--- config.mk ---
export PLATFORM = sky130hd
export DESIGN_NAME = hazard_forward_ctrl
export DESIGN_NICKNAME = d
export VERILOG_FILES = /design/src/rtl/hazard_forward_ctrl.sv
export SDC_FILE = /design/constraint.sdc
export NUM_CORES = 1
export LEC_CHECK = 0
export ABC_AREA = 1
export ABC_CLOCK_PERIOD_IN_PS = 4200
export CAP_MARGIN = 30
export CORE_MARGIN = 4
export CORE_UTILIZATION = 53
export DETAILED_ROUTE_END_ITERATION = 16
export PLACE_DENSITY = 0.8
export SLEW_MARGIN = 30
export SYNTH_ARGS = -nofsm -noshare
export SYNTH_HDL_FRONTEND = slang
export SYNTH_SLANG_ARGS = --single-unit
--- constraint.sdc ---
create_clock -name clk -period 4.2 [get_ports clk]
set_clock_uncertainty 0.1 [all_clocks]
set_input_delay 0.84 -clock clk [delete_from_list [all_inputs] [get_ports clk]]
set_output_delay 0.84 -clock clk [all_outputs]
set_load 0.03 [all_outputs]
--- src/rtl/hazard_forward_ctrl.sv ---
// Hazard/forwarding control for the 5-stage core: forward selects, load-use stall, branch flush, memory freeze.
// All controls are combinational, valid the same cycle; mem_busy holds every stage, including this block's shadow copy.
module hazard_forward_ctrl #(
   parameter int REG_AW = 5,
   parameter int CNT_W  = 16
) (
   input  logic              clk,
   input  logic              rst,
   input  logic              id_valid,
   input  logic [REG_AW-1:0] id_rs1,
   input  logic [REG_AW-1:0] id_rs2,
   input  logic [REG_AW-1:0] id_rd,
   input  logic              id_uses_rs1,
   input  logic              id_uses_rs2,
   input  logic              id_regwrite,
   input  logic              id_memread,
   input  logic              ex_branch_taken,
   input  logic              mem_busy,
   output logic [1:0]        forward_a,
   output logic [1:0]        forward_b,
   output logic              pc_we,
   output logic              id_ex_bubble,
   output logic              if_id_flush,
   output logic              pipe_freeze,
   output logic [1:0]        state,
   output logic [CNT_W-1:0]  stall_cnt
);

   typedef enum logic [1:0] {
      ST_RUN      = 2'b00,
      ST_LU_STALL = 2'b01,
      ST_FLUSH    = 2'b10,
      ST_FREEZE   = 2'b11
   } state_e;

   typedef struct packed {
      logic              valid;
      logic [REG_AW-1:0] rd;
      logic              regwrite;
      logic              memread;
   } prod_t;

   prod_t             ex_prod, mem_prod, wb_prod;
   logic [REG_AW-1:0] ex_rs1, ex_rs2;
   logic              ex_uses_rs1, ex_uses_rs2;

   state_e state_q, next_state;
   logic   lu_hazard;

   function automatic logic prod_match(input prod_t p, input logic [REG_AW-1:0] rs, input logic uses);
      return p.valid && p.regwrite && (p.rd != '0) && (p.rd == rs) && uses;
   endfunction

   function automatic logic [1:0] fwd_sel(input logic [REG_AW-1:0] rs, input logic uses);
      logic [1:0] sel;
      sel = 2'b00;
      if (prod_match(mem_prod, rs, uses))
         sel = 2'b10;
      else if (prod_match(wb_prod, rs, uses))
         sel = 2'b01;
      return sel;
   endfunction

   always_comb begin
      forward_a = fwd_sel(ex_rs1, ex_uses_rs1);
      forward_b = fwd_sel(ex_rs2, ex_uses_rs2);
   end

   // A load in EX cannot supply its data until WB, so the dependent ID instruction must wait one cycle.
   always_comb begin
      lu_hazard = ex_prod.valid && ex_prod.memread && (ex_prod.rd != '0) && id_valid &&
                  ((id_uses_rs1 && (id_rs1 == ex_prod.rd)) ||
                   (id_uses_rs2 && (id_rs2 == ex_prod.rd)));
   end

   // Decision for this cycle; the branch stays in EX during a freeze, so it is re-evaluated afterwards.
   always_comb begin
      next_state = ST_RUN;
      if (rst)
         next_state = ST_RUN;
      else if (mem_busy)
         next_state = ST_FREEZE;
      else if (ex_branch_taken)
         next_state = ST_FLUSH;
      else if (lu_hazard)
         next_state = ST_LU_STALL;
   end

   always_comb begin
      pc_we        = 1'b1;
      id_ex_bubble = 1'b0;
      if_id_flush  = 1'b0;
      pipe_freeze  = 1'b0;
      unique case (next_state)
         ST_FREEZE: begin
            pc_we       = 1'b0;
            pipe_freeze = 1'b1;
         end
         ST_FLUSH: begin
            id_ex_bubble = 1'b1;
            if_id_flush  = 1'b1;
         end
         ST_LU_STALL: begin
            pc_we        = 1'b0;
            id_ex_bubble = 1'b1;
         end
         default: ;
      endcase
   end

   always_ff @(posedge clk or posedge rst) begin
      if (rst)
         state_q <= ST_RUN;
      else
         state_q <= next_state;
   end

   assign state = state_q;

   always_ff @(posedge clk or posedge rst) begin
      if (rst)
         stall_cnt <= '0;
      else if (!pc_we && (stall_cnt != '1))
         stall_cnt <= stall_cnt + CNT_W'(1);
   end

   always_ff @(posedge clk or posedge rst) begin
      if (rst) begin
         ex_prod     <= '0;
         mem_prod    <= '0;
         wb_prod     <= '0;
         ex_rs1      <= '0;
         ex_rs2      <= '0;
         ex_uses_rs1 <= 1'b0;
         ex_uses_rs2 <= 1'b0;
      end else if (!pipe_freeze) begin
         wb_prod  <= mem_prod;
         mem_prod <= ex_prod;
         if (id_ex_bubble) begin
            ex_prod.valid <= 1'b0;
         end else begin
            ex_prod     <= '{valid: id_valid, rd: id_rd, regwrite: id_regwrite, memread: id_memread};
            ex_rs1      <= id_rs1;
            ex_rs2      <= id_rs2;
            ex_uses_rs1 <= id_uses_rs1;
            ex_uses_rs2 <= id_uses_rs2;
         end
      end
   end

endmodule

== Yosys cells after proc, flatten, opt, wreduce, memory -nomap -nowiden ==
Index checks and enable logic that the tools add are counted.

* Add/sub/neg operators: 1
* Eq/ne operators: 10
* Multiplexer cells: 13
* Bitwise gates (word level): 2
* Reductions and logical operators: 26

{| class="wikitable"
|+ Operator list
! cell !! number
|-
| equality test 5 bit || 6
|-
| logical AND 1 bit || 19
|-
| adder 16 x 1 -> 16 bit (second input constant) || 1
|-
| != test 16 bit (second input constant) || 1
|-
| nonzero test 5 bit || 3
|-
| 2-to-1 mux 2 bit || 5
|-
| 2-to-1 mux 1 bit || 8
|-
| equality test 2 bit (second input constant) || 2
|-
| OR reduction 2 bit || 2
|-
| equality test 2 x 1 -> 1 bit (second input constant) || 1
|-
| inverter 1 bit || 2
|-
| AND reduction 2 bit || 1
|-
| logical OR 1 bit || 1
|}

* Register bits after elaboration: 52
* Input bits: 24
* Output and inout bits: 26
* Logic and storage cells: 68

== Depth between registers and ports, before layout ==
Gate-level depths: netlist (run 1).

* Depth in word-level cells: 13
* Mapped depth: 15
* Gate-level depth less buffers: 12

== Worst setup path after synthesis (run 1) ==
OpenSTA, ideal clock, no wires.

* Path type: input-to-output
* From: input rst
* To: output id_ex_bubble
* Data arrival time: 3157 ps
* Required time: 3260 ps
* Slack: 103 ps
* Stages: 10
* Buffers on the path: 1
* Cells stage by stage: inv_1 > nand2_1 > nor2_1 > nand3_1 > nor2_1 > nand2_1 > nand2_1 > buf_4 > inv_1 > ha_1

* Cells in the longest elaborated chain, start to end: 4
* Elaborated cells between the ends (all ways): 5
* Classes of those cells: eq/ne (2); mux (2); reduce/logical (1)

{| class="wikitable"
|+ Ends and longest elaborated chain
! what !! line !! text
|-
| start, declared || 8 || <nowiki>input logic rst,</nowiki>
|-
| 2-to-1 mux 2 bit * || 79 || <nowiki>if (rst)</nowiki>
|-
| named net next_state[0] || 47 || <nowiki>state_e state_q, next_state;</nowiki>
|-
| equality test 2 bit / equality test 2 x 1 -> 1 bit (equally long branches) || 94 || <nowiki>unique case (next_state)</nowiki>
|-
| OR reduction 2 bit (no line) * || n/a ||
|-
| 2-to-1 mux 1 bit * || 94 ||
|-
| end, declared || 22 || <nowiki>output logic id_ex_bubble,</nowiki>
|}

Mark *: on every way through the listed nets, which the timed path passes. The rest lies on a longest branch.

== Worst setup path after layout (run 1) ==
* From: input id_rs2[3]
* To: output pc_we

* Cells in the longest elaborated chain, start to end: 11
* Elaborated cells between the ends (all ways): 12
* Classes of those cells: eq/ne (3); mux (5); reduce/logical (4)

{| class="wikitable"
|+ Ends and longest elaborated chain
! what !! line !! text
|-
| start, declared || 11 || <nowiki>input logic [REG_AW-1:0] id_rs2,</nowiki>
|-
| equality test 5 bit * || 73 || <nowiki>(id_uses_rs2 && (id_rs2 == ex_prod.rd)));</nowiki>
|-
| logical AND 1 bit * || 73 ||
|-
| logical OR 1 bit * || 72 || <nowiki>((id_uses_rs1 && (id_rs1 == ex_prod.rd)) ||</nowiki>
|-
| logical AND 1 bit * || 71 || <nowiki>lu_hazard = ex_prod.valid && ex_prod.memread && (ex_prod.rd != '0) && id_valid &&</nowiki>
|-
| 2-to-1 mux 1 bit * || 85 || <nowiki>else if (lu_hazard)</nowiki>
|-
| 2-to-1 mux 2 bit * || 83 || <nowiki>else if (ex_branch_taken)</nowiki>
|-
| 2-to-1 mux 2 bit * || 81 || <nowiki>else if (mem_busy)</nowiki>
|-
| 2-to-1 mux 2 bit * || 79 ||
|-
| equality test 2 bit / equality test 2 x 1 -> 1 bit (equally long branches) || 94 ||
|-
| OR reduction 2 bit (no line) * || n/a ||
|-
| 2-to-1 mux 1 bit * || 94 ||
|-
| end, declared || 21 || <nowiki>output logic pc_we,</nowiki>
|}

Every way passes the cells marked *; elsewhere a longest branch is shown, timed or not.

==> impl_metrics.tcl, run 1 <==
set metrics [dict create \
    ys_seq_elements 52 \
    timing.fmax_mhz 264 \
    dpl_cell_area_um2 3380 \
    ctsResizeCount 0 \
    setup_viol 0 \
    synth_warnings 0 \
    io_buffers 49 \
    cts-root-buf "clkbuf_8" \
    peakVddDrop_mv 0.212 \
    cp.required_ns 3.26 \
    synthSimpleGateAreaFrac 0.303 \
    ys_seq_area_frac 0.460 \
    pre_cts_slack_ns 0.447 \
    initial_utilization 0.550 \
    syn_avg_cell_area_um2 7.68 \
    rr_endpoint "ex_rs1[3]" \
    tightest_slew_ns 0.669 \
    fp.coreArea_um2 5140 \
    post-cts-setup-buffers 0 \
    cts_tree "built" \
    first_iter_violations 152 \
    numCtsBuffers 5 \
    hold_class "reg -> reg" \
    fin_util 0.671 \
    yosys.area_share.xor_xnor 0.0681 \
    critPathLaunchType "primary input" \
    crit_fanout 20 \
    slew_violations 0 \
    path_clk_slew_ns 0.08 \
    synth_cell_type_count 26 \
    synth.mux.area_fraction 0.00796 \
    powerDensity_nw_per_um2 348 \
    ant_nets 0 \
    ios 50 \
    place_congestion 0.930 \
    synth_top_family_by_area "simple AND/OR/NAND/NOR gates" \
    die-width_um 81.0 \
    maxCapViolCount 0 \
    ctsLongestPathBuffers 2 \
    grt_pass1_wl_um 10700 \
    finalNonFillerCells 486 \
    leakagePower_nw 1.65 \
    min-delay-start "wb_prod[1]" \
    die_h_um 81.0 \
    holdPathEnd "wb_prod[1]" \
    nFillCells 466 \
    arrival_ns 2.84 \
    cts_hold_buf 0 \
    nets 445 \
    reg2reg_from "ex_prod[5]" \
    via_count 2482 \
    worst_setup_path_end_kind "output port" \
    syn-cell-area_um2 2830 \
    antenna_found_initial 0 \
    firstDrtPassIters 4 \
    wl_um 6460 \
    r2r_cells 11 \
    timing.setup.tns_ns 0 \
    crit_type "in -> out" \
    grt_pass1_vias 2333 \
    rsz0062_at_grt "no" \
    r2r_slack_ns 1.70 \
    fin_area_um2 3450 \
    routed_via_density 5.11 \
    route.detailed.drc 0 \
    rows 26 \
    routedWlPerCell_um 13.3 \
    dpl.hpwl_um 4890 \
    antenna_cells 0 \
    timing.slew.headroom 0.554 \
    syn2layout_area_growth_pct 21.9 \
    insertion_delay_ns 0.30 \
    min_period_ns 3.78 \
    syn_inst 368 \
    cts_sinks 52 \
    yosys.area_share.adder 0.0133 \
    synth_compound_area_frac 0.0717 \
    synth_fp_nets 395 \
    grt_max_degree 53 \
    h-tree-depth 2 \
    dieArea_um2 6570 \
    status "finished clean" \
    post-route-period-util 0.900 \
    drive_above_1_share 0.0505 \
    holdPathStages 2 \
    setup_ws_ns 0.418 \
    grt-ovfl-total 0 \
    hold_viol 0 \
    dp_cells 481 \
    gr-usage-all-layers 0.210 \
]
## layer usage
layer	global-route usage	part of all wire	wire, um	up-vias
met2	0.336	0.48	3090	49
met5	0	0	0	-
li1	-	-	-	1260
met1	0.282	0.47	3030	1166
met4	0.0574	0.011	70	0
met3	0.0576	0.043	275	7
## critical path, cell delays in order
cell and delay [ns]:
clkdlybuf4s50_1 0.49, inv_1 0.06, nand2_1 0.05, nand2_1 0.05, nor2_1 0.11, nand3_1 0.08, nand2_1 0.07, nand2_1 0.06
nand2_1 0.09, buf_4 0.25, inv_1 0.07, clkdlybuf4s50_1 0.60
## cell usage after synthesis
master | count | area share
buf_4 | 2 | 0.0053
nand4_1 | 7 | 0.015
buf_6 | 1 | 0.0040
mux2_2 | 2 | 0.0080
nor2_2 | 2 | 0.0044
nor4_1 | 2 | 0.0044
nor3_1 | 5 | 0.0088
nand3b_1 | 1 | 0.0027
nor2_4 | 2 | 0.0080
o22ai_1 | 2 | 0.0044
o211ai_1 | 2 | 0.0053
nand4_4 | 1 | 0.0075
xnor2_1 | 12 | 0.037
nand2_4 | 1 | 0.0040
xor2_1 | 10 | 0.031
dfrtp_1 | 52 | 0.46
buf_2 | 1 | 0.0018
nand2_1 | 119 | 0.16
ha_1 | 3 | 0.013
nand3_1 | 31 | 0.055
clkbuf_1 | 6 | 0.0080
nor2_1 | 26 | 0.035
a21oi_1 | 7 | 0.012
o21ai_0 | 28 | 0.050
inv_2 | 2 | 0.0027
inv_1 | 41 | 0.054
## final cells by class
| class | count | area (um^2) | area share |
|---|---|---|---|
| timing repair buffer | 53 | 518 | 0.150 |
| sequential | 52 | 1300 | 0.377 |
| inverter | 43 | 161 | 0.0468 |
| tap | 70 | 87.6 | 0.0254 |
| clock buffer | 5 | 68.8 | 0.0200 |
| multi-input combinational | 263 | 1310 | 0.380 |
## worst max path at each step
stage / startpoint / cells after the start / slack (ns) / endpoint
final: id_rs2[3] / 12 / 0.42 / pc_we
after global routing: id_rs1[2] / 12 / 0.28 / pc_we
after CTS: id_rs2[3] / 12 / 0.44 / pc_we
after detailed placement: id_rs2[3] / 12 / 0.45 / pc_we
after global placement: rst / 11 / 0.51 / pc_we
after floorplan: rst / 10 / 0.10 / id_ex_bubble
## where the power goes
group	switching (W)	leakage, nW	total (W)	internal, W
Sequential	0.0000724	0.656	0.000634	0.000562
Clock	0.000148	0.0359	0.000256	0.000108
Combinational	0.000178	0.963	0.000311	0.000133
Total	0.000399	1.65	0.00120	0.000803
## sequential cells by signal, summed over array words and instances, names as in the netlist, 2 cells and up
register	count
stall_cnt	16
ex_rs2	5
mem_prod	7
ex_rs1	5
wb_prod	7
state	2
ex_prod	8
## metrics by stage
step	hold slack (ns)	power, W
2_1_floorplan	0.350	0.000834
3_3_place_gp	0.368	0.000946
3_5_place_dp	0.376	0.000955
4_1_cts	0.398	0.00121
5_1_grt	0.411	0.00128
6_report	0.395	0.00120
## placed cells by master (no fill, tap or decap)
cell,count
nor3_1,5
dfrtp_1,52
nand2_1,119
ha_1,3
xor2_1,10
nor2_1,26
clkbuf_8,5
buf_4,5
inv_1,40
nand3_1,31
a21oi_1,7
nand4_1,7
nor2_2,2
inv_2,3
mux2_2,2
nor4_1,2
nor2_4,2
o21ai_0,28
o211ai_1,2
nand4_4,1
xnor2_1,12
clkdlybuf4s50_1,48
nand2_4,1
nand3b_1,1
o22ai_1,2
## cell families after synthesis
kind of cell	Yosys count
DFF	52
buffers and inverters	53
muxes	2
and+or+nand+nor	197
AOI/OAI and AO/OA	39
adders and majority gates	3
xor gates and xnor gates	22
(Power assumes the default switching activity.)
==> inputs of run 2 (changes only) <==
--- a/config.mk
+++ b/config.mk
@@ -8,7 +8,7 @@
 export ABC_AREA = 1
 export ABC_CLOCK_PERIOD_IN_PS = 4200
 export CAP_MARGIN = 30
-export CORE_MARGIN = 4
+export CORE_MARGIN = 3
 export CORE_UTILIZATION = 53
 export DETAILED_ROUTE_END_ITERATION = 16
 export PLACE_DENSITY = 0.8
==> impl_metrics.tcl, run 2 (same netlist as run 1, synthesis figures left out) <==
set metrics [dict create \
    cts_hold_buf 0 \
    wl_um 6800 \
    critPathMostFrequentCell "nand2_1" \
    first_iter_violations 346 \
    dieArea_um2 6250 \
    insertion_delay_ns 0.32 \
    antenna_found_initial 0 \
    rows 25 \
    post-route-period-util 0.903 \
    die-width_um 79.0 \
    peakVddDrop_mv 0.236 \
    setup_viol 0 \
    leakagePower_nw 1.69 \
    timing.setup.tns_ns 0 \
    initial_utilization 0.572 \
    via_count 2539 \
    post-cts-setup-buffers 0 \
    numCtsBuffers 5 \
    rsz0062_at_grt "no" \
    cp_cell_sequence "clkdlybuf4s50_1 -> inv_1 -> nand2_1 -> nand2_1 -> nor2_1 -> nand3_1 -> nand2_1 -> nand2_1 -> nand2_1 -> inv_1 -> ha_1 -> clkdlybuf4s50_1" \
    arrival_ns 2.85 \
    io_buffers 49 \
    gr-usage-all-layers 0.232 \
    tightest_slew_ns 0.646 \
    ctsLongestPathBuffers 2 \
    grt_pass1_wl_um 11500 \
    crit_type "in -> out" \
    largestRegisters "stall_cnt (16), ex_prod (8)" \
    timing.fmax_mhz 264 \
    place_congestion 0.882 \
    firstDrtPassIters 5 \
    maxCapViolCount 0 \
    min_period_ns 3.79 \
    die_h_um 79.0 \
    route.detailed.drc 0 \
    final_common_cell "nand2_1" \
    grt_pass1_vias 2425 \
    nets 444 \
    largest_register "stall_cnt" \
    grt-ovfl-total 0 \
    routed_via_density 5.24 \
    cp_slowest_cell "clkdlybuf4s50_1" \
    syn2layout_area_growth_pct 24.8 \
    most-common-layout-cells "nand2_1, dfrtp_1, clkdlybuf4s50_1" \
    h-tree-depth 2 \
    path_clk_slew_ns 0.09 \
    grt_max_degree 53 \
    powerDensity_nw_per_um2 403 \
    hold_class "reg -> reg" \
    power_w 0.00142 \
    cts_sinks 52 \
    antenna_cells 0 \
    ios 50 \
    crit_fanout 3 \
    slew_violations 0 \
    cts_tree "built" \
    routedWlPerCell_um 14.0 \
    cp.required_ns 3.26 \
    ant_nets 0 \
    ctsResizeCount 0 \
    status "finished clean" \
    cts-root-buf "clkbuf_8" \
    drive_above_1_share 0.0574 \
    largest_register_ffs 16 \
    critPathLaunchType "primary input" \
    worst_setup_path_end_kind "output port" \
    fp.coreArea_um2 4940 \
    hold_viol 0 \
    slowest_delay_ns 0.59 \
    dpl.hpwl_um 4840 \
    timing.slew.headroom 0.569 \
]
## run 2: cell count changes in the layout (fill, tap and decap cells not counted), sizes merged
cell    previous run  this run
buf                5         4
bufinv             0         3
## run 2: final timing paths
check | start | endpoint | slack, ns | cells past startpoint
worst min register to register | wb_prod[7] | wb_prod[7] | 0.39 | 2
worst max register to register | ex_prod[5] | ex_uses_rs1 | 1.74 | 9
worst max-delay path | id_rs1[1] | if_id_flush | 0.41 | 12
min in group asynchronous | rst | stall_cnt[3] | 1.01 | 3
max in group asynchronous | rst | ex_prod[2] | 2.55 | 3
worst min-delay path | wb_prod[7] | wb_prod[7] | 0.39 | 2
## run 2: per-stage QoR
| step | worst slack (ns) | instances | hold slack (ns) | util | area, um^2 |
|---|---|---|---|---|---|
| 2_1_floorplan | 0.103 | 368 | 0.350 | - | 2830 |
| 3_3_place_gp | 0.491 | 477 | 0.370 | 0.682 | 3370 |
| 3_5_place_dp | 0.409 | 477 | 0.374 | 0.682 | 3370 |
| 4_1_cts | 0.410 | 485 | 0.395 | 0.714 | 3530 |
| 5_1_grt | 0.268 | 485 | 0.426 | 0.714 | 3530 |
| 6_report | 0.405 | 485 | 0.391 | 0.714 | 3530 |
## run 2: worst max-delay path, delay by kind of cell
family / cells / cell delay (ns)
buf+inv: 4 / 1.24
simple gates: 7 / 0.58
fa+ha+maj: 1 / 0.20
## run 2: report_power, final
group | total [W] | internal [W] | leakage [nW] | switching [W]
sequential | 0.000636 | 0.000562 | 0.656 | 0.0000743
combinational | 0.000314 | 0.000133 | 0.957 | 0.000181
clock | 0.000473 | 0.000298 | 0.0784 | 0.000175
## run 2: routing by layer
layer / global-route usage / vias up / share of wire
met4: 0.0567 / 0 / 0.0082
met5: 0 / - / 0
met1: 0.336 / 1186 / 0.48
li1: - / 1265 / -
met3: 0.0499 / 7 / 0.046
met2: 0.359 / 81 / 0.47
## run 2: area by class of cell
class,count,area (um^2)
clock buffer,5,68.8
clock inverter,3,90.1
fill,440,1410
inverter,43,161
multi-input combinational,263,1310
sequential,52,1300
tap,67,83.8
timing repair buffer,52,510
